<file path="src/rtl/risc_perf_pkg.sv">
// risc_perf_pkg: shared state and trace-entry types for the performance/trace monitor
package risc_perf_pkg;
    localparam int PKG_PC_W = 16;
    localparam int PKG_IR_W = 16;
    typedef enum logic [1:0] {RUN, DRAIN, DONE} perf_state_e;
    typedef struct packed {
        logic [PKG_PC_W-1:0] pc;
        logic [PKG_IR_W-1:0] ir;
    } trace_entry_t;
endpackage

</file>
<file path="src/rtl/risc_trace_ram.sv">
// risc_trace_ram: DEPTH x W trace store, one synchronous write port, one asynchronous read port
// Ports: clk; i_we/i_waddr/i_wdata write port; i_raddr/o_rdata combinational read port.
module risc_trace_ram #(
    parameter int DEPTH = 16,
    parameter int W     = 32
) (
    input  logic                     clk,
    input  logic                     i_we,
    input  logic [$clog2(DEPTH)-1:0] i_waddr,
    input  logic [W-1:0]             i_wdata,
    input  logic [$clog2(DEPTH)-1:0] i_raddr,
    output logic [W-1:0]             o_rdata
);
    logic [W-1:0] r_mem [DEPTH];
    always_ff @(posedge clk)
        if (i_we) r_mem[i_waddr] <= i_wdata;
    assign o_rdata = r_mem[i_raddr];
endmodule

</file>
<file path="src/rtl/risc_perf_trace.sv">
// risc_perf_trace: cycle/instruction counters plus a retirement trace drained oldest-first after halt
// Ports: clk, rst_n (async active-low); holt/instr_valid/pc/ir taps from the core; clr sync clear;
//        cycle_cnt/instr_cnt/cnt_ovf counters; halted status; tr_valid/tr_ready/tr_pc/tr_ir/tr_count drain port.
module risc_perf_trace
    import risc_perf_pkg::*;
#(
    parameter int CNT_W    = 32,
    parameter int PC_W     = 16,
    parameter int IR_W     = 16,
    parameter int DEPTH    = 16,
    parameter int SATURATE = 1
) (
    input  logic                     clk,
    input  logic                     rst_n,
    input  logic                     holt,
    input  logic                     instr_valid,
    input  logic [PC_W-1:0]          pc,
    input  logic [IR_W-1:0]          ir,
    input  logic                     clr,
    output logic [CNT_W-1:0]         cycle_cnt,
    output logic [CNT_W-1:0]         instr_cnt,
    output logic                     cnt_ovf,
    output logic                     halted,
    output logic                     tr_valid,
    input  logic                     tr_ready,
    output logic [PC_W-1:0]          tr_pc,
    output logic [IR_W-1:0]          tr_ir,
    output logic [$clog2(DEPTH):0]   tr_count
);
    localparam int AW = $clog2(DEPTH);
    localparam int FW = AW + 1;
    typedef struct packed {
        logic [PC_W-1:0] pc;
        logic [IR_W-1:0] ir;
    } entry_t;
    perf_state_e    r_state;
    logic [AW-1:0]  r_wr_ptr, r_rd_ptr;
    logic [FW-1:0]  r_fill, r_tr_count;
    logic [CNT_W-1:0] r_cycle_cnt, r_instr_cnt;
    logic           r_ovf, r_halted;
    logic           w_run, w_we, w_pop;
    logic [AW-1:0]  w_wr_next;
    logic [FW-1:0]  w_fill_run;
    logic [CNT_W:0] w_cyc_nx, w_ins_nx;
    entry_t         w_rd;
    // Returns {overflow, next value}: all-ones either sticks or wraps, and flags it.
    function automatic logic [CNT_W:0] bump(input logic [CNT_W-1:0] v);
        return (&v) ? {1'b1, (SATURATE != 0) ? v : {CNT_W{1'b0}}} : {1'b0, v + {{(CNT_W-1){1'b0}}, 1'b1}};
    endfunction
    assign w_run      = (r_state == RUN);
    assign w_we       = w_run & instr_valid;
    assign w_pop      = tr_valid & tr_ready;
    assign w_wr_next  = r_wr_ptr + AW'(w_we);
    // A full buffer keeps its fill at DEPTH; the write simply overwrites the oldest slot.
    assign w_fill_run = (instr_valid && r_fill != FW'(DEPTH)) ? r_fill + FW'(1) : r_fill;
    assign w_cyc_nx   = bump(r_cycle_cnt);
    assign w_ins_nx   = bump(r_instr_cnt);
    risc_trace_ram #(.DEPTH(DEPTH), .W(PC_W + IR_W)) u_ram (
        .clk     (clk),
        .i_we    (w_we),
        .i_waddr (r_wr_ptr),
        .i_wdata ({pc, ir}),
        .i_raddr (r_rd_ptr),
        .o_rdata (w_rd)
    );
    always_ff @(posedge clk or negedge rst_n)
        if (!rst_n) begin
            r_state     <= RUN;
            r_wr_ptr    <= '0;
            r_rd_ptr    <= '0;
            r_fill      <= '0;
            r_tr_count  <= '0;
            r_cycle_cnt <= '0;
            r_instr_cnt <= '0;
            r_ovf       <= 1'b0;
            r_halted    <= 1'b0;
        end else if (clr) begin
            r_state     <= RUN;
            r_wr_ptr    <= '0;
            r_rd_ptr    <= '0;
            r_fill      <= '0;
            r_tr_count  <= '0;
            r_cycle_cnt <= '0;
            r_instr_cnt <= '0;
            r_ovf       <= 1'b0;
            r_halted    <= 1'b0;
        end else if (w_run) begin
            if (!holt) r_cycle_cnt <= w_cyc_nx[CNT_W-1:0];
            if (instr_valid) r_instr_cnt <= w_ins_nx[CNT_W-1:0];
            r_ovf    <= r_ovf | (!holt & w_cyc_nx[CNT_W]) | (instr_valid & w_ins_nx[CNT_W]);
            r_wr_ptr <= w_wr_next;
            r_fill   <= w_fill_run;
            if (holt) begin
                r_state    <= (w_fill_run != '0) ? DRAIN : DONE;
                r_halted   <= 1'b1;
                // Oldest surviving entry sits fill slots behind the write pointer.
                r_rd_ptr   <= w_wr_next - w_fill_run[AW-1:0];
                r_tr_count <= w_fill_run;
            end
        end else if (r_state == DRAIN && w_pop) begin
            r_rd_ptr   <= r_rd_ptr + AW'(1);
            r_fill     <= r_fill - FW'(1);
            r_tr_count <= r_tr_count - FW'(1);
            if (r_fill == FW'(1)) r_state <= DONE;
        end
    assign cycle_cnt = r_cycle_cnt;
    assign instr_cnt = r_instr_cnt;
    assign cnt_ovf   = r_ovf;
    assign halted    = r_halted;
    assign tr_count  = r_tr_count;
    // tr_count is only non-zero while draining, so it doubles as the valid decode.
    assign tr_valid  = (r_tr_count != '0);
    assign tr_pc     = tr_valid ? w_rd.pc : '0;
    assign tr_ir     = tr_valid ? w_rd.ir : '0;
endmodule

</file>
<file path="config.mk">
export PLATFORM = sky130hd
export DESIGN_NAME = risc_perf_trace
export DESIGN_NICKNAME = d
export VERILOG_FILES = /design/src/rtl/risc_perf_pkg.sv /design/src/rtl/risc_trace_ram.sv /design/src/rtl/risc_perf_trace.sv
export SDC_FILE = /design/constraint.sdc
export NUM_CORES = 1
export LEC_CHECK = 0
export ABC_CLOCK_PERIOD_IN_PS = 4500
export BUFFER_PORTS_ARGS = -buffer_cell sky130_fd_sc_hd__clkbuf_2
export CAP_MARGIN = 20
export CORE_ASPECT_RATIO = 0.8
export CORE_MARGIN = 4
export CORE_UTILIZATION = 50
export CTS_CLUSTER_SIZE = 10
export DETAILED_ROUTE_END_ITERATION = 10
export PLACE_DENSITY = 0.77
export SLEW_MARGIN = 5
export SYNTH_ARGS = -nofsm -noshare
export SYNTH_HDL_FRONTEND = slang
export SYNTH_SLANG_ARGS = --single-unit
</file>
<file path="constraint.sdc">
create_clock -name clk -period 4.5 [get_ports clk]
set_input_delay 0.45 -clock clk [delete_from_list [all_inputs] [get_ports clk]]
set_output_delay 0.45 -clock clk [all_outputs]
set_load 0.02 [all_outputs]
</file>
# After elaboration in Yosys (flattened, before gate mapping)
# Memory sizes are Yosys's and may differ from the RTL's.
# Cells that the tools add are included.
dict set report totals {
  regBits 86
  mem_bits_rw 512
  n_memories 1
  word_cells 86
}
# name depth word_bits rd rd_clocked_by_memory_dff write_ports line
set memory_table {}
lappend memory_table {u_ram.r_mem 16 32 1 0 1 risc_trace_ram.sv:14} ;# logic [W-1:0] r_mem [DEPTH];
dict set report classes {
  bitwise 6
  eq_ne 7
  reduce_logical 18
  muxes 37
  addsub 8
}
# operator count
set op_table {}
lappend op_table {{2-to-1 mux 32 bit} 6}
lappend op_table {{2-to-1 mux 33 bit} 2}
lappend op_table {{adder 32 x 1 -> 32 bit (second input constant)} 2}
lappend op_table {{AND reduction 32 bit} 2}
lappend op_table {{2-to-1 mux 5 bit} 8}
lappend op_table {{2-to-1 mux 16 bit} 2}
lappend op_table {{2-to-1 mux 4 bit} 6}
lappend op_table {{2-to-1 mux 2 bit} 6}
lappend op_table {{nonzero test 5 bit} 2}
lappend op_table {{subtractor 5 x 1 -> 5 bit (second input constant)} 2}
lappend op_table {{AND reduction 3 bit} 3}
lappend op_table {{2-to-1 mux 1 bit} 7}
lappend op_table {{nonzero test 2 bit} 3}
lappend op_table {{nonzero test 3 bit} 2}
lappend op_table {{adder 5 x 1 -> 5 bit (second input constant)} 1}
lappend op_table {{== test 5 x 1 -> 1 bit (second input constant)} 1}
lappend op_table {{inequality test 5 bit (second input constant)} 1}
lappend op_table {{adder 4 x 1 -> 4 bit} 1}
lappend op_table {{adder 4 x 1 -> 4 bit (second input constant)} 1}
lappend op_table {{AND 1 bit} 4}
lappend op_table {{inequality test 2 bit (second input constant)} 2}
lappend op_table {{AND reduction 2 bit} 2}
lappend op_table {{subtractor 4 bit} 1}
lappend op_table {{inequality test 3 bit (second input constant)} 1}
lappend op_table {{other kinds (6)} 8}

# Depth between registers and ports, before layout
# Gate-level depths: netlist of run 1.
dict set report depth {
  word_depth 8
  depth_mapped 12
}

# By module
# A second synthesis of run 1 with hierarchy kept.
dict set report hier_totals {
  hier_cells 1397
  hier_area_um2 24373.4
}
# mod seq_area_each_um2 area_each_um2 n_inst cells_per_inst
set modules_own_cells {}
lappend modules_own_cells {risc_trace_ram 15374.7 19213.4 1 806}
lappend modules_own_cells {risc_perf_trace 2152.1 5159.9 1 591}

# Least setup slack after synthesis of run 1
# No wires, ideal clock.
dict set report synth_path {
  kind {register -> register}
  from {register r_state[1]}
  to {memory u_ram.r_mem[0][0], enable pin}
  path_slack_ns 0.438
  required_ns 4.039
  period_less_slack_ns 4.062
  path_buffers 2
  path_stages_with_launch 6
  setup_time_ns 0.461
  arrival_ns 3.601
  path_cell_list {dfrtp_1 buf_6 or3b_1 buf_2 or3_1 nor3_1}
}
dict set report synth_between {
  elab_chain_cells 4
}
# item line
set synth_rtl {}
lappend synth_rtl {{from (decl)} risc_perf_trace.sv:36} ;# perf_state_e r_state;
lappend synth_rtl {{from (signal assigned)} risc_perf_trace.sv:94} ;# r_state <= (w_fill_run != '0) ? DRAIN : DONE;
lappend synth_rtl {{zero test 2 bit} risc_perf_trace.sv:50} ;# assign w_run = (r_state == RUN);
lappend synth_rtl {{AND 1 bit} risc_perf_trace.sv:51} ;# assign w_we = w_run & instr_valid;
lappend synth_rtl {{2-to-1 mux 1 bit} risc_trace_ram.sv:16} ;# if (i_we) r_mem[i_waddr] <= i_wdata;
lappend synth_rtl {{2-to-1 mux 1 bit (implied by the code)} risc_trace_ram.sv:16}
lappend synth_rtl {{to (decl)} risc_trace_ram.sv:14}
# No other way between the ends.

# Worst setup path after layout of run 1
dict set report layout_path {
  from {register r_rd_ptr[3]}
  to {output tr_ir[9]}
}
dict set report layout_between {
  elab_chain_cells 2
}
# item line
set layout_rtl {}
lappend layout_rtl {{from (decl)} risc_perf_trace.sv:37} ;# logic [AW-1:0] r_wr_ptr, r_rd_ptr;
lappend layout_rtl {{from (signal assigned)} risc_perf_trace.sv:97} ;# r_rd_ptr <= w_wr_next - w_fill_run[AW-1:0];
lappend layout_rtl {{from (signal assigned)} risc_perf_trace.sv:101} ;# r_rd_ptr <= r_rd_ptr + AW'(1);
lappend layout_rtl {{memory (16 x 32 bit)} --}
lappend layout_rtl {{2-to-1 mux 16 bit} risc_perf_trace.sv:114} ;# assign tr_ir = tr_valid ? w_rd.ir : '0;
lappend layout_rtl {{to (decl)} risc_perf_trace.sv:27} ;# output logic [IR_W-1:0] tr_ir,
# No other way between the ends.

==> results of run 1 <==
-- final cells by class --
| class | count | share of cell area [%] |
|---|---|---|
| Clock buffer | 86 | 6.53 |
| Multi-Input combinational cell | 853 | 24.7 |
| Inverter | 19 | 0.250 |
| Timing Repair Buffer | 177 | 4.05 |
| Clock inverter | 6 | 0.193 |
| Tap cell | 666 | 2.92 |
| Antenna cell | 1 | 0.00876 |
| Sequential cell | 598 | 61.4 |
-- worst max-delay path: stages (launching register included) --
cell and delay (ns):
dfrtp_1 0.35, buf_4 0.46, inv_1 0.42, buf_4 0.38, o221ai_1 0.14, o21ai_0 0.14
a211oi_1 0.51, clkbuf_2 0.28
-- sequential cells by signal, indices dropped and copies added (netlist names) --
| register | flops |
|---|---|
| cnt_ovf | 1 |
| cycle_cnt | 32 |
| halted | 1 |
| instr_cnt | 32 |
| r_fill | 5 |
| r_rd_ptr | 4 |
| r_state | 2 |
| r_wr_ptr | 4 |
| tr_count | 5 |
| u_ram.r_mem | 512 |
-- per-layer routing --
layer / global-route usage (%) / wire length, um
met4: 7.07 / 1480
met3: 4.98 / 4340
met2: 33.8 / 27900
met1: 29.8 / 24500
met5: 0 / 11
-- through the flow --
step	hold slack [ns]	utilization, %
floorplan	0.154	-
global placement	0.465	54.1
detailed placement	0.465	54.5
CTS	0.220	58.4
global route	0.264	58.5
finish	0.244	58.5
-- path summary, 6_finish.rpt --
path	startpoint	to	slack [ns]	depth (start not counted)
setup / recovery	r_rd_ptr[3]	tr_ir[9]	0.76	7
hold / removal	holt	halted	0.24	3
max in group asynchronous	rst_n	instr_cnt[23]	3.04	3
hold reg to reg	halted	halted	0.54	2
setup reg to reg	r_state[0]	u_ram.r_mem[4][3]	1.46	4
min in group asynchronous	rst_n	instr_cnt[21]	0.39	2
-- kinds of logic after synthesis --
group                      after synthesis
AOI/OAI and AO/OA                      277
xor gates and xnor gates                26
adders and majority gates               15
buffers and inverters                  106
DFF                                    598
muxes                                  202
and+or+nand+nor                        333
-- cell usage after synthesis, types with 24 or more instances --
cell type / count / area [um2]
edfxtp_1: 512 / 15400
clkbuf_1: 54 / 203
nor2_1: 97 / 364
nand2_1: 77 / 289
a211oi_1: 33 / 248
o21ai_0: 74 / 370
mux4_2: 64 / 1440
a21oi_1: 47 / 235
mux2i_1: 133 / 1330
dfrtp_1: 86 / 2150
buf_2: 27 / 135
o221ai_1: 64 / 561
or3_1: 24 / 150
-- report_power, final --
part / total [mW] / switching [mW] / internal (mW)
clock network: 4.91 / 2.03 / 2.88
logic: 4.25 / 2.79 / 1.45
registers: 6.47 / 0.178 / 6.29
total: 15.6 / 5.00 / 10.6
==> results.sh, run 1 <==
export IMPL_timing_fmax_mhz=268
export IMPL_multi_input_area_um2=7050
export IMPL_drt_iter0_drc=1727
export IMPL_place_gp_congestion=0.847
export IMPL_design_area_um2=28600
export IMPL_dpl_cell_count=2310
export IMPL_grt_use_total_pct=21.4
export IMPL_fin_nets=1772
export IMPL_hold_viol_final=0
export IMPL_synth_cell_area_um2=24900
export IMPL_synth_simple_area_share_pct=7.03
export IMPL_seq_area_frac_synth_pct=70.3
export IMPL_yosysUniqueCellTypes=79
export IMPL_grt_pass1_vias=14900
export IMPL_rsz0062_at_grt="no"
export IMPL_relSlewSlack_pct=28.6
export IMPL_synth_compound_area_share_pct=7.75
export IMPL_synth_fp_nets=1610
export IMPL_syn_area_per_cell_um2=16.0
export IMPL_start_util_pct=51.0
export IMPL_final_cell_mix="512 x edfxtp_1, 140 x clkbuf_2, 133 x mux2i_1"
export IMPL_cts_hold_buf=1
export IMPL_grt_pass1_wl_mm=89.1
export IMPL_ys_warn_count=0
export IMPL_setup_violations=0
export IMPL_clockBufferDepth=3
export IMPL_ys_async_sr_fraction_pct=14.4
export IMPL_viasPerCell=6.22
export IMPL_cts_root_buf="clkbuf_16"
export IMPL_fillers=3644
export IMPL_final_max_slew_violation_count=0
export IMPL_cp_end_kind="output port"
export IMPL_p_leak_nw=9.59
export IMPL_htreeDepth=3
export IMPL_yosys_register_bits=598
export IMPL_powerDensity_nw_per_um2=547
export IMPL_layout_drive_gt1_share_pct=21.6
export IMPL_synth_cells=1557
export IMPL_worst_slack_ns=0.763
export IMPL_final_cells=2406
export IMPL_cts_resized=0
export IMPL_cts_tree="built"
export IMPL_fp_row_count=72
export IMPL_pin_count=142
export IMPL_arrival_ns=3.29
export IMPL_cts_sinks=598
export IMPL_synth_top_family_by_area="multiplexers"
export IMPL_maxCapViolations=0
export IMPL_synth_edf_count=512
export IMPL_die_h_um=208
export IMPL_place_area_um2=26600
export IMPL_tightest_slew_ns=1.07
export IMPL_crit_required_ns=4.05
export IMPL_dpl_worst_slack_ns=1.40
export IMPL_clkTransAtPathRegs_ns=0.05
export IMPL_fin_crit_ns=3.74
export IMPL_wl_per_cell_um=24.2
export IMPL_overflow=0
export IMPL_num_vias=15000
export IMPL_startpoint_type="flop"
export IMPL_grt_max_degree=85
export IMPL_totalPowerFinal_mw=15.6
export IMPL_finClkSkew_ns=0.0119
export IMPL_postRouteWirelength_mm=58.3
export IMPL_hold_path_class="in -> reg"
export IMPL_dieArea_um2=53500
export IMPL_io_buffers=141
export IMPL_drc=0
export IMPL_status="complete, no violations"
export IMPL_min_period_over_period_pct=83.1
export IMPL_ir_drop_mv=0.441
export IMPL_syn_to_final_growth_pct=14.6
export IMPL_synth_ff_type="edfxtp_1"
export IMPL_core_um2=48800
export IMPL_timing_worst_setup_path_type="reg -> out"
export IMPL_numCtsBuffers=70
export IMPL_dr_pass1_iters=5
export IMPL_final_common_cell="edfxtp_1"
export IMPL_timing_setup_tns_ns=0
export IMPL_drtAntennaViolNets=0
export IMPL_antenna_found_initial=2
export IMPL_post_cts_repair_setup_buffers=0
export IMPL_worstSkewPairLatency_ns=0.60
export IMPL_synth_xor_area_share_pct=0.914
export IMPL_hpwl_mm=35.0
export IMPL_die_w_um=258
export IMPL_synthAdderAreaFrac_pct=0.783
export IMPL_seq_area_um2=17500
export IMPL_path_max_fanout=35
export IMPL_synthMuxAreaShare_pct=11.4
Note: power is estimated with default switching activity, not from simulation.
==> inputs of run 2 (changes only) <==
Settings changed: ABC_CLOCK_PERIOD_IN_PS 4500 to 3900.
Clock period 4.5 ns to 3.9 ns, I/O delays scaled along.
==> run 2 against run 1 <==
  * Combinational power up 15%
  * Power up 16%
  * Final cell count up 0.33%
  * Flip-flop and latch count unchanged
  * Non-clock buffer count up 7
  * Largest cell class unchanged
  * Utilization up 0.12 points
  * Via count up 1.2%
  * First-iteration DRC count down 11%
  * Clock skew up 0.0075 ns
  * Die area unchanged
==> results.sh, run 2 (synthesis gave the netlist of run 1 again) <==
export IMPL_crit_path_cell_trace="inv_1 -> ha_1 -> or4b_2 -> buf_4 -> o21ai_0 -> a211oi_1 -> clkbuf_2"
export IMPL_p_int_mw=12.4
export IMPL_setup_violations=0
export IMPL_maxCapViolations=0
export IMPL_final_common_cell="edfxtp_1"
export IMPL_critPathMaxStageDelay_ns=1.02
export IMPL_grt_max_degree=62
export IMPL_min_period_over_period_pct=88.6
export IMPL_antenna_found_initial=1
export IMPL_hold_path_class="in -> reg"
export IMPL_grt_pass1_wl_mm=90.8
export IMPL_dr_pass1_iters=5
export IMPL_p_seq_share_pct=41.5
export IMPL_ir_drop_mv=0.480
export IMPL_hpwl_mm=33.6
export IMPL_dieArea_um2=53500
export IMPL_crit_buf_inv=3
export IMPL_sw_frac_of_total_pct=32.1
export IMPL_relSlewSlack_pct=37.9
export IMPL_powerDensity_nw_per_um2=636
export IMPL_worst_slack_ns=0.444
export IMPL_p_comb_share_pct=26.7
export IMPL_worstSkewPairLatency_ns=0.61
export IMPL_slowest_stage="or4b_2"
export IMPL_postRouteWirelength_mm=59.7
export IMPL_final_cell_mix="512 x edfxtp_1, 140 x clkbuf_2, 133 x mux2i_1"
export IMPL_cts_hold_buf=1
export IMPL_tightest_slew_ns=0.930
export IMPL_num_vias=15100
export IMPL_crit_required_ns=3.51
export IMPL_numCtsBuffers=70
export IMPL_cts_resized=0
export IMPL_cts_root_buf="clkbuf_16"
export IMPL_fin_nets=1779
export IMPL_ff2ff_setup_slack_ns=1.03
export IMPL_fillers=3671
export IMPL_fp_row_count=72
export IMPL_design_area_um2=28600
export IMPL_cts_sinks=598
export IMPL_drc=0
export IMPL_place_gp_congestion=0.856
export IMPL_io_buffers=141
export IMPL_cp_end_kind="output port"
export IMPL_viasPerCell=6.27
export IMPL_p_leak_nw=9.63
export IMPL_core_um2=48800
export IMPL_wl_per_cell_um=24.7
export IMPL_clockBufferDepth=3
export IMPL_layout_drive_gt1_share_pct=22.0
export IMPL_clkTransAtPathRegs_ns=0.05
export IMPL_htreeDepth=3
export IMPL_power_frac_clock_pct=31.8
export IMPL_dpl_worst_slack_ns=0.992
export IMPL_hold_slack_ns=0.186
export IMPL_cts_tree="built"
export IMPL_largest_reg_flops=512
export IMPL_overflow=0
export IMPL_arrival_ns=3.07
export IMPL_timing_worst_setup_path_type="reg -> out"
export IMPL_finClkSkew_ns=0.0193
export IMPL_path_max_fanout=27
export IMPL_die_h_um=208
export IMPL_status="complete, no violations"
export IMPL_pin_count=142
export IMPL_drtAntennaViolNets=0
export IMPL_grt_use_total_pct=22.0
export IMPL_fin_crit_ns=3.46
export IMPL_final_max_slew_violation_count=0
export IMPL_startpoint_type="flop"
export IMPL_top_register="u_ram.r_mem"
export IMPL_syn_to_final_growth_pct=14.8
export IMPL_timing_fmax_mhz=289
export IMPL_start_util_pct=51.0
export IMPL_place_area_um2=26600
export IMPL_rsz0062_at_grt="no"
export IMPL_crit_family="simple AND/OR/NAND/NOR gates"
export IMPL_die_w_um=258
export IMPL_timing_setup_tns_ns=0
export IMPL_grt_pass1_vias=14900
export IMPL_post_cts_repair_setup_buffers=0
export IMPL_hold_viol_final=0
export IMPL_p_sw_mw=5.85
export IMPL_totalPowerFinal_mw=18.2
export IMPL_drt_iter0_drc=1542
-- run 2: through the flow --
step	instances	utilization, %
final	2414	58.6
after global routing	2414	58.6
after CTS	2412	58.6
after detailed placement	2318	54.5
after global placement	2318	54.5
after floorplan	1557	-
-- run 2: worst paths after layout --
kind	startpoint	endpoint	cells past startpoint
max in group asynchronous	rst_n	cycle_cnt[17]	3
hold reg to reg	halted	halted	2
setup / recovery	tr_count[0]	tr_ir[13]	7
hold / removal	pc[12]	u_ram.r_mem[7][28]	1
min in group asynchronous	rst_n	instr_cnt[9]	2
setup reg to reg	r_state[1]	r_rd_ptr[3]	9
-- run 2: layout make-up --
type                       instances  area, um2  share of cell area, %
antenna                            1       2.50                0.00874
clock buffer                      86       1870                   6.55
clock inverter                     7       97.6                  0.341
inverter                          19       71.3                  0.249
multi-input combinational        853       7060                   24.7
sequential                       598      17500                   61.3
tap                              666        833                   2.91
timing repair buffer             184       1150                   4.00
-- run 2: metal layers --
layer	vias to the layer above	track usage [%]	share of wire, %	routed length [um]
met1	7805	31.3	42	24900
met5	-	0	0	0
met2	690	34.7	49	29300
met3	107	4.60	7.3	4330
met4	0	6.30	2.1	1260
li1	6543	-	-	-
-- run 2: power groups by stage --
stage	sequential [mW]	clock (mW)	combinational (mW)
after floorplan	7.54	0	3.24
after global placement	7.64	0	4.72
after detailed placement	7.67	0	4.82
after CTS	7.54	5.88	4.86
after global routing	7.57	6.17	5.21
final	7.55	5.79	4.87
